File: src/rtl/bus_pkg.sv
// bus_pkg: shared types and constants for the serial system bus bridge slave
package bus_pkg;
    typedef enum logic [2:0] {IDLE, ADDR, WDATA, REQ, WAIT, RDATA} bb_state_t;
    localparam logic MODE_WR = 1'b1;
    localparam logic MODE_RD = 1'b0;
    function automatic int max_int(input int a, input int b);
        return a > b ? a : b;
    endfunction
endpackage

File: src/rtl/bus_bridge_slave_serial_shifter.sv
// serial_shifter: LSB-first serial-in/parallel-out and parallel-load/serial-out register
module serial_shifter #(
    parameter int W = 8
) (
    input  logic         clk,
    input  logic         rst,
    input  logic         load,
    input  logic         shift_en,
    input  logic         sin,
    input  logic [W-1:0] pin,
    output logic [W-1:0] pout,
    output logic         sout
);
    logic [W-1:0] data_q, data_d;
    always_comb data_d = load ? pin : shift_en ? {sin, data_q[W-1:1]} : data_q;
    always_ff @(posedge clk) begin
        if (rst) data_q <= '0;
        else     data_q <= data_d;
    end
    assign pout = data_q;
    assign sout = data_q[0];
endmodule

File: src/rtl/bus_bridge_slave.sv
// bus_bridge_slave: serial bus slave that forwards requests to a remote bridge and returns read data
module bus_bridge_slave
    import bus_pkg::*;
#(
    parameter int ADDR_WIDTH   = 12,
    parameter int DATA_WIDTH   = 8,
    parameter bit SPLIT_EN     = 1'b1,
    parameter int SPLIT_THRESH = 4
) (
    input  logic                  clk,
    input  logic                  rst,
    input  logic                  mode,
    input  logic                  wr_bus,
    input  logic                  master_valid,
    input  logic                  master_ready,
    output logic                  rd_bus,
    output logic                  slave_ready,
    output logic                  slave_valid,
    output logic                  split,
    output logic                  bb_req_valid,
    input  logic                  bb_req_ready,
    output logic                  bb_req_we,
    output logic [ADDR_WIDTH-1:0] bb_req_addr,
    output logic [DATA_WIDTH-1:0] bb_req_wdata,
    input  logic                  bb_rsp_valid,
    input  logic [DATA_WIDTH-1:0] bb_rsp_rdata
);
    localparam int CW = $clog2(max_int(ADDR_WIDTH, DATA_WIDTH) + 1);
    localparam int WW = $clog2(SPLIT_THRESH + 1);

    bb_state_t       state_q, state_d;
    logic [CW-1:0]   cnt_q, cnt_d;
    logic [WW-1:0]   wait_q, wait_d;
    logic            split_q, split_d;
    logic            mode_q, mode_d;
    logic            addr_shift, data_shift, data_load, addr_last, data_last;
    logic [ADDR_WIDTH-1:0] addr_pout;
    logic [DATA_WIDTH-1:0] data_pout;
    logic            data_sout, unused_addr_sout;

    assign addr_shift = (state_q == IDLE || state_q == ADDR) && master_valid;
    assign data_shift = (state_q == WDATA && master_valid) || (state_q == RDATA && master_ready);
    assign data_load  = state_q == WAIT && bb_rsp_valid && mode_q == MODE_RD;
    assign addr_last  = cnt_q == CW'(ADDR_WIDTH - 1);
    assign data_last  = cnt_q == CW'(DATA_WIDTH - 1);

    serial_shifter #(.W(ADDR_WIDTH)) u_addr (
        .clk(clk), .rst(rst), .load(1'b0), .shift_en(addr_shift), .sin(wr_bus),
        .pin('0), .pout(addr_pout), .sout(unused_addr_sout)
    );

    // shared by write data (shift in) and read data (load, then shift out)
    serial_shifter #(.W(DATA_WIDTH)) u_data (
        .clk(clk), .rst(rst), .load(data_load), .shift_en(data_shift), .sin(wr_bus),
        .pin(bb_rsp_rdata), .pout(data_pout), .sout(data_sout)
    );

    always_ff @(posedge clk) begin
        if (rst) begin
            state_q <= IDLE;
            cnt_q   <= '0;
            wait_q  <= '0;
            split_q <= 1'b0;
            mode_q  <= 1'b0;
        end else begin
            state_q <= state_d;
            cnt_q   <= cnt_d;
            wait_q  <= wait_d;
            split_q <= split_d;
            mode_q  <= mode_d;
        end
    end

    always_comb begin
        state_d = state_q;
        unique case (state_q)
            IDLE:    if (master_valid) state_d = ADDR;
            ADDR:    if (master_valid && addr_last) state_d = mode_q == MODE_WR ? WDATA : REQ;
            WDATA:   if (master_valid && data_last) state_d = REQ;
            REQ:     if (bb_req_ready) state_d = WAIT;
            WAIT:    if (bb_rsp_valid) state_d = mode_q == MODE_WR ? IDLE : RDATA;
            RDATA:   if (master_ready && data_last) state_d = IDLE;
            default: state_d = IDLE;
        endcase
    end

    // the first address bit is taken in IDLE, so ADDR starts with one bit counted
    always_comb begin
        cnt_d   = state_q == IDLE ? CW'(master_valid)
                : state_d != state_q ? '0
                : (addr_shift || data_shift) ? cnt_q + 1'b1 : cnt_q;
        mode_d  = state_q == IDLE && master_valid ? mode : mode_q;
        wait_d  = state_q != WAIT ? '0 : wait_q == WW'(SPLIT_THRESH) ? wait_q : wait_q + 1'b1;
        split_d = SPLIT_EN && state_q == WAIT && !bb_rsp_valid
                  && (split_q || wait_q == WW'(SPLIT_THRESH - 1));
    end

    always_comb begin
        slave_ready  = state_q == IDLE;
        slave_valid  = state_q == RDATA;
        rd_bus       = state_q == RDATA && data_sout;
        split        = split_q;
        bb_req_valid = state_q == REQ;
        bb_req_we    = state_q == REQ && mode_q == MODE_WR;
        bb_req_addr  = state_q == REQ ? addr_pout : '0;
        bb_req_wdata = state_q == REQ && mode_q == MODE_WR ? data_pout : '0;
    end
endmodule

File: config.mk
export PLATFORM = sky130hd
export DESIGN_NAME = bus_bridge_slave
export DESIGN_NICKNAME = d
export VERILOG_FILES = /design/src/rtl/bus_pkg.sv /design/src/rtl/bus_bridge_slave_serial_shifter.sv /design/src/rtl/bus_bridge_slave.sv
export SDC_FILE = /design/constraint.sdc
export NUM_CORES = 1
export LEC_CHECK = 0
export ABC_AREA = 1
export CORE_ASPECT_RATIO = 1.1
export CORE_UTILIZATION = 53
export DETAILED_ROUTE_END_ITERATION = 8
export PLACE_DENSITY = 0.91
export SKIP_LAST_GASP = 1
export SLEW_MARGIN = 20
export SYNTH_ARGS = -nofsm -noshare
export SYNTH_HDL_FRONTEND = slang
export SYNTH_SLANG_ARGS = --single-unit
File: constraint.sdc
create_clock -name clk -period 2.1 [get_ports clk]
set_clock_uncertainty 0.1 [all_clocks]
set_input_delay 0.42 -clock clk [delete_from_list [all_inputs] [get_ports clk]]
set_output_delay 0.42 -clock clk [all_outputs]
set_load 0.01 [all_outputs]
==> results of run 1 <==
worst max-delay path: stages, from the launching register on:
cell	delay, ns
dfxtp_1	0.33
inv_2	0.06
nand2_2	0.07
nor2_4	0.10
inv_1	0.07
nor2_2	0.13
buf_4	0.12
dlygate4sd2_1	0.26
repair_timing:
action | 4_1_cts | 5_1_grt
hold endpoints to repair | 0 | 0
setup buffers | 0 | 0
endpoints found under the setup margin | 25 | 22
resized for setup | 29 | 39
pin swaps | 0 | 0
power breakdown:
group	internal (uW)	switching, uW	total (uW)
Combinational	64.6	86.1	151
Clock	123	193	316
Sequential	631	12.4	643
Total	819	292	1110
final timing paths:
kind                            depth (start not counted)                           to                         from
worst min-delay path                                    2  u_addr.pout[0]$_SDFFE_PP0P_  u_addr.pout[0]$_SDFFE_PP0P_
worst max-delay path                                    7                    bb_req_we        state_q[2]$_SDFF_PP0_
worst max register to register                         10        cnt_q[0]$_SDFFE_PP0P_        state_q[2]$_SDFF_PP0_
worst min register to register                          2  u_addr.pout[0]$_SDFFE_PP0P_  u_addr.pout[0]$_SDFFE_PP0P_
layer usage:
layer  track usage, %  vias up
met5                0        -
met4             9.41        0
met3             5.25        9
met2             40.8       47
met1             28.0      783
li1                 -      887
cell families after synthesis:
logic type               after synthesis
AO/OA/AOI/OAI                         56
XOR/XNOR                               1
adder cells (fa/ha/maj)                4
buffers and inverters                 52
flip-flops                            32
AND/OR/NAND/NOR                      102
state kept, by name (all words and copies together), names as in the netlist:
name         count
wait_q           3
split            1
state_q          3
mode_q           1
u_data.pout      8
u_addr.pout     12
cnt_q            4
stage by stage:
step	hold slack (ns)	power (uW)
detailed placement	0.350	807
floorplan	0.330	747
CTS	0.363	1120
finish	0.360	1110
global route	0.379	1170
global placement	0.345	801
layout by cell type (no fill, tap or decap), types with 2 or more instances in the layout:
| cell | n |
|---|---|
| a21oi_1 | 25 |
| dfxtp_1 | 31 |
| nand4_1 | 3 |
| nand2_4 | 3 |
| nand2_2 | 8 |
| nor2_2 | 5 |
| a31oi_1 | 4 |
| nand3_2 | 2 |
| ha_1 | 4 |
| dlygate4sd2_1 | 4 |
| buf_4 | 11 |
| inv_2 | 4 |
| o21ai_1 | 4 |
| clkbuf_4 | 5 |
| nor2_4 | 2 |
| nor2_1 | 32 |
| o21ai_0 | 20 |
| clkdlybuf4s50_1 | 16 |
| inv_1 | 40 |
| clkdlybuf4s15_1 | 3 |
| nand2_1 | 32 |
| clkbuf_2 | 17 |
| nand3_1 | 11 |
| nor3_1 | 2 |
layout make-up:
cell class              instances  area (um2)  area share, %
clock inverters                 1        5.00          0.231
multi-input cells             163         866           39.9
clock buffers                   6        41.3           1.90
well taps                      34        42.5           1.96
repair buffers                 52         405           18.7
flip-flops and latches         32         642           29.6
inverters                      45         169           7.78
==> summary.txt, run 1 <==
status: finished clean
first-pass GRT wire length: 6210 um
Final Instance Area: 2170 um2
highest metal used: met4
register bit count reported by yosys: 32
DR WL met3: 174 um
clock tree sinks: 32
Core Box Area: 3050 um2
Mapped Area: 1710 um2
CTS tree: yes
synth top area cells: dfxtp_1 38%, inv_1 9.0%, nor2_1 7.5%, a21oi_1 7.3%, nand2_1 7.0%
post-synth cell types: 29
Synth Area in Adders: 2.93%
max frequency: 504 MHz
Setup WS pre-CTS: -0.00464 ns
pwr/cell area: 512 nW/um2
root buffer cell: clkbuf_4
post-synthesis mux area share: 0%
Post-Synthesis Cells: 247
syn nets: 267
hold buffers post-CTS: 0
Post-route DRC: 0
post-synth top area share: 37.5%
CP Class: flop to output pin
max_cap viols: 0
worst hold-check path type: flop to flop
Initial DRC Count: 47
Die W: 56.1 um
drt via density: 5.18
number of flops mapped to enable cells by yosys: 0
worst slew pin tran: 0.589 ns
Tmin final: 1.99 ns
antenna diode count: 0
most instantiated library cell after synthesis: inv_1
1st-pass router iterations: 4
Area growth, synth to finish: 27.2%
worst setup margin: 0.115 ns
Static Leakage: 0.000955 uW
Post-DRT Antenna Nets: 0
# nets final: 319
initial antenna violation count: 0
worst-path maximum fanout: 3
Post-synth top flop: dfxtp_1
Synth Area in Simple Gates: 28.3%
Layout Cells excl Fill: 333
via count: 1726
Critical Path RT: 1.58 ns
RePlAce Congestion: 0.877
gr ovfl total: 0
largest family of logic cells by synthesized area: simple AND/OR/NAND/NOR gates
worst-skew pair later-pin latency: 0.32 ns
setup TNS: 0 ns
Routed Wire Length: 3770 um
M1 WL: 1730 um
peak supply drop: 403 uV
final worst-path cycle share: 94.5%
final setup vio count: 0
Post-synth top cells: 41 x inv_1, 34 x nor2_1, 32 x dfxtp_1, 32 x nand2_1, 25 x a21oi_1
CTS buffer count: 5
Slew headroom: 60.6%
met2 WL: 1810 um
all-layer global routing usage: 23.2%
Seq/Total Area, Yosys: 37.5%
Worst EP arrival: 1.47 ns
Mean Syn Cell Area: 6.91 um2
# H-tree levels: 2
Initial Util: 56.0%
Crit. End Element: output pin
Synth Area in XOR/XNOR: 0.513%
vias in the first global route: 1495
Async S/R FF share, synth: 0%
Port Buffers: 41
CTS Buffer Depth: 2
largest net degree at the start of global routing: 27
placed cell count: 326
Die Ht: 61.5 um
Slew Viols, Final: 0
layout cells sized above 1: 20.7%
final hold vios: 0
post-synth top area cell: dfxtp_1
Ports: 42
utilization after layout: 71.2%
reg2reg setup slack: 0.26 ns
die area: 3450 um2
Synth Area in Compound Gates: 18.1%
FP Rows: 21
Clock Pin Slew Worst Setup and Hold Paths: 0.09 ns
Yosys Warn Count: 0
Detail Placement HPWL: 2970 um
dpl cell area: 2200 um2
CP Launch Type: flop
fillcell total: 267
WL/cell: 11.3 um
(Power assumes the default switching activity.)
==> run 2: changes to the inputs <==
--- a/config.mk
+++ b/config.mk
@@ -8,6 +8,7 @@
 export ABC_AREA = 1
 export CORE_ASPECT_RATIO = 1.1
 export CORE_UTILIZATION = 53
+export CTS_CLUSTER_DIAMETER = 30
 export DETAILED_ROUTE_END_ITERATION = 8
 export PLACE_DENSITY = 0.91
 export SKIP_LAST_GASP = 1
==> results of run 2 <==
Final layout, timing and power as in run 1 (identical DEF).
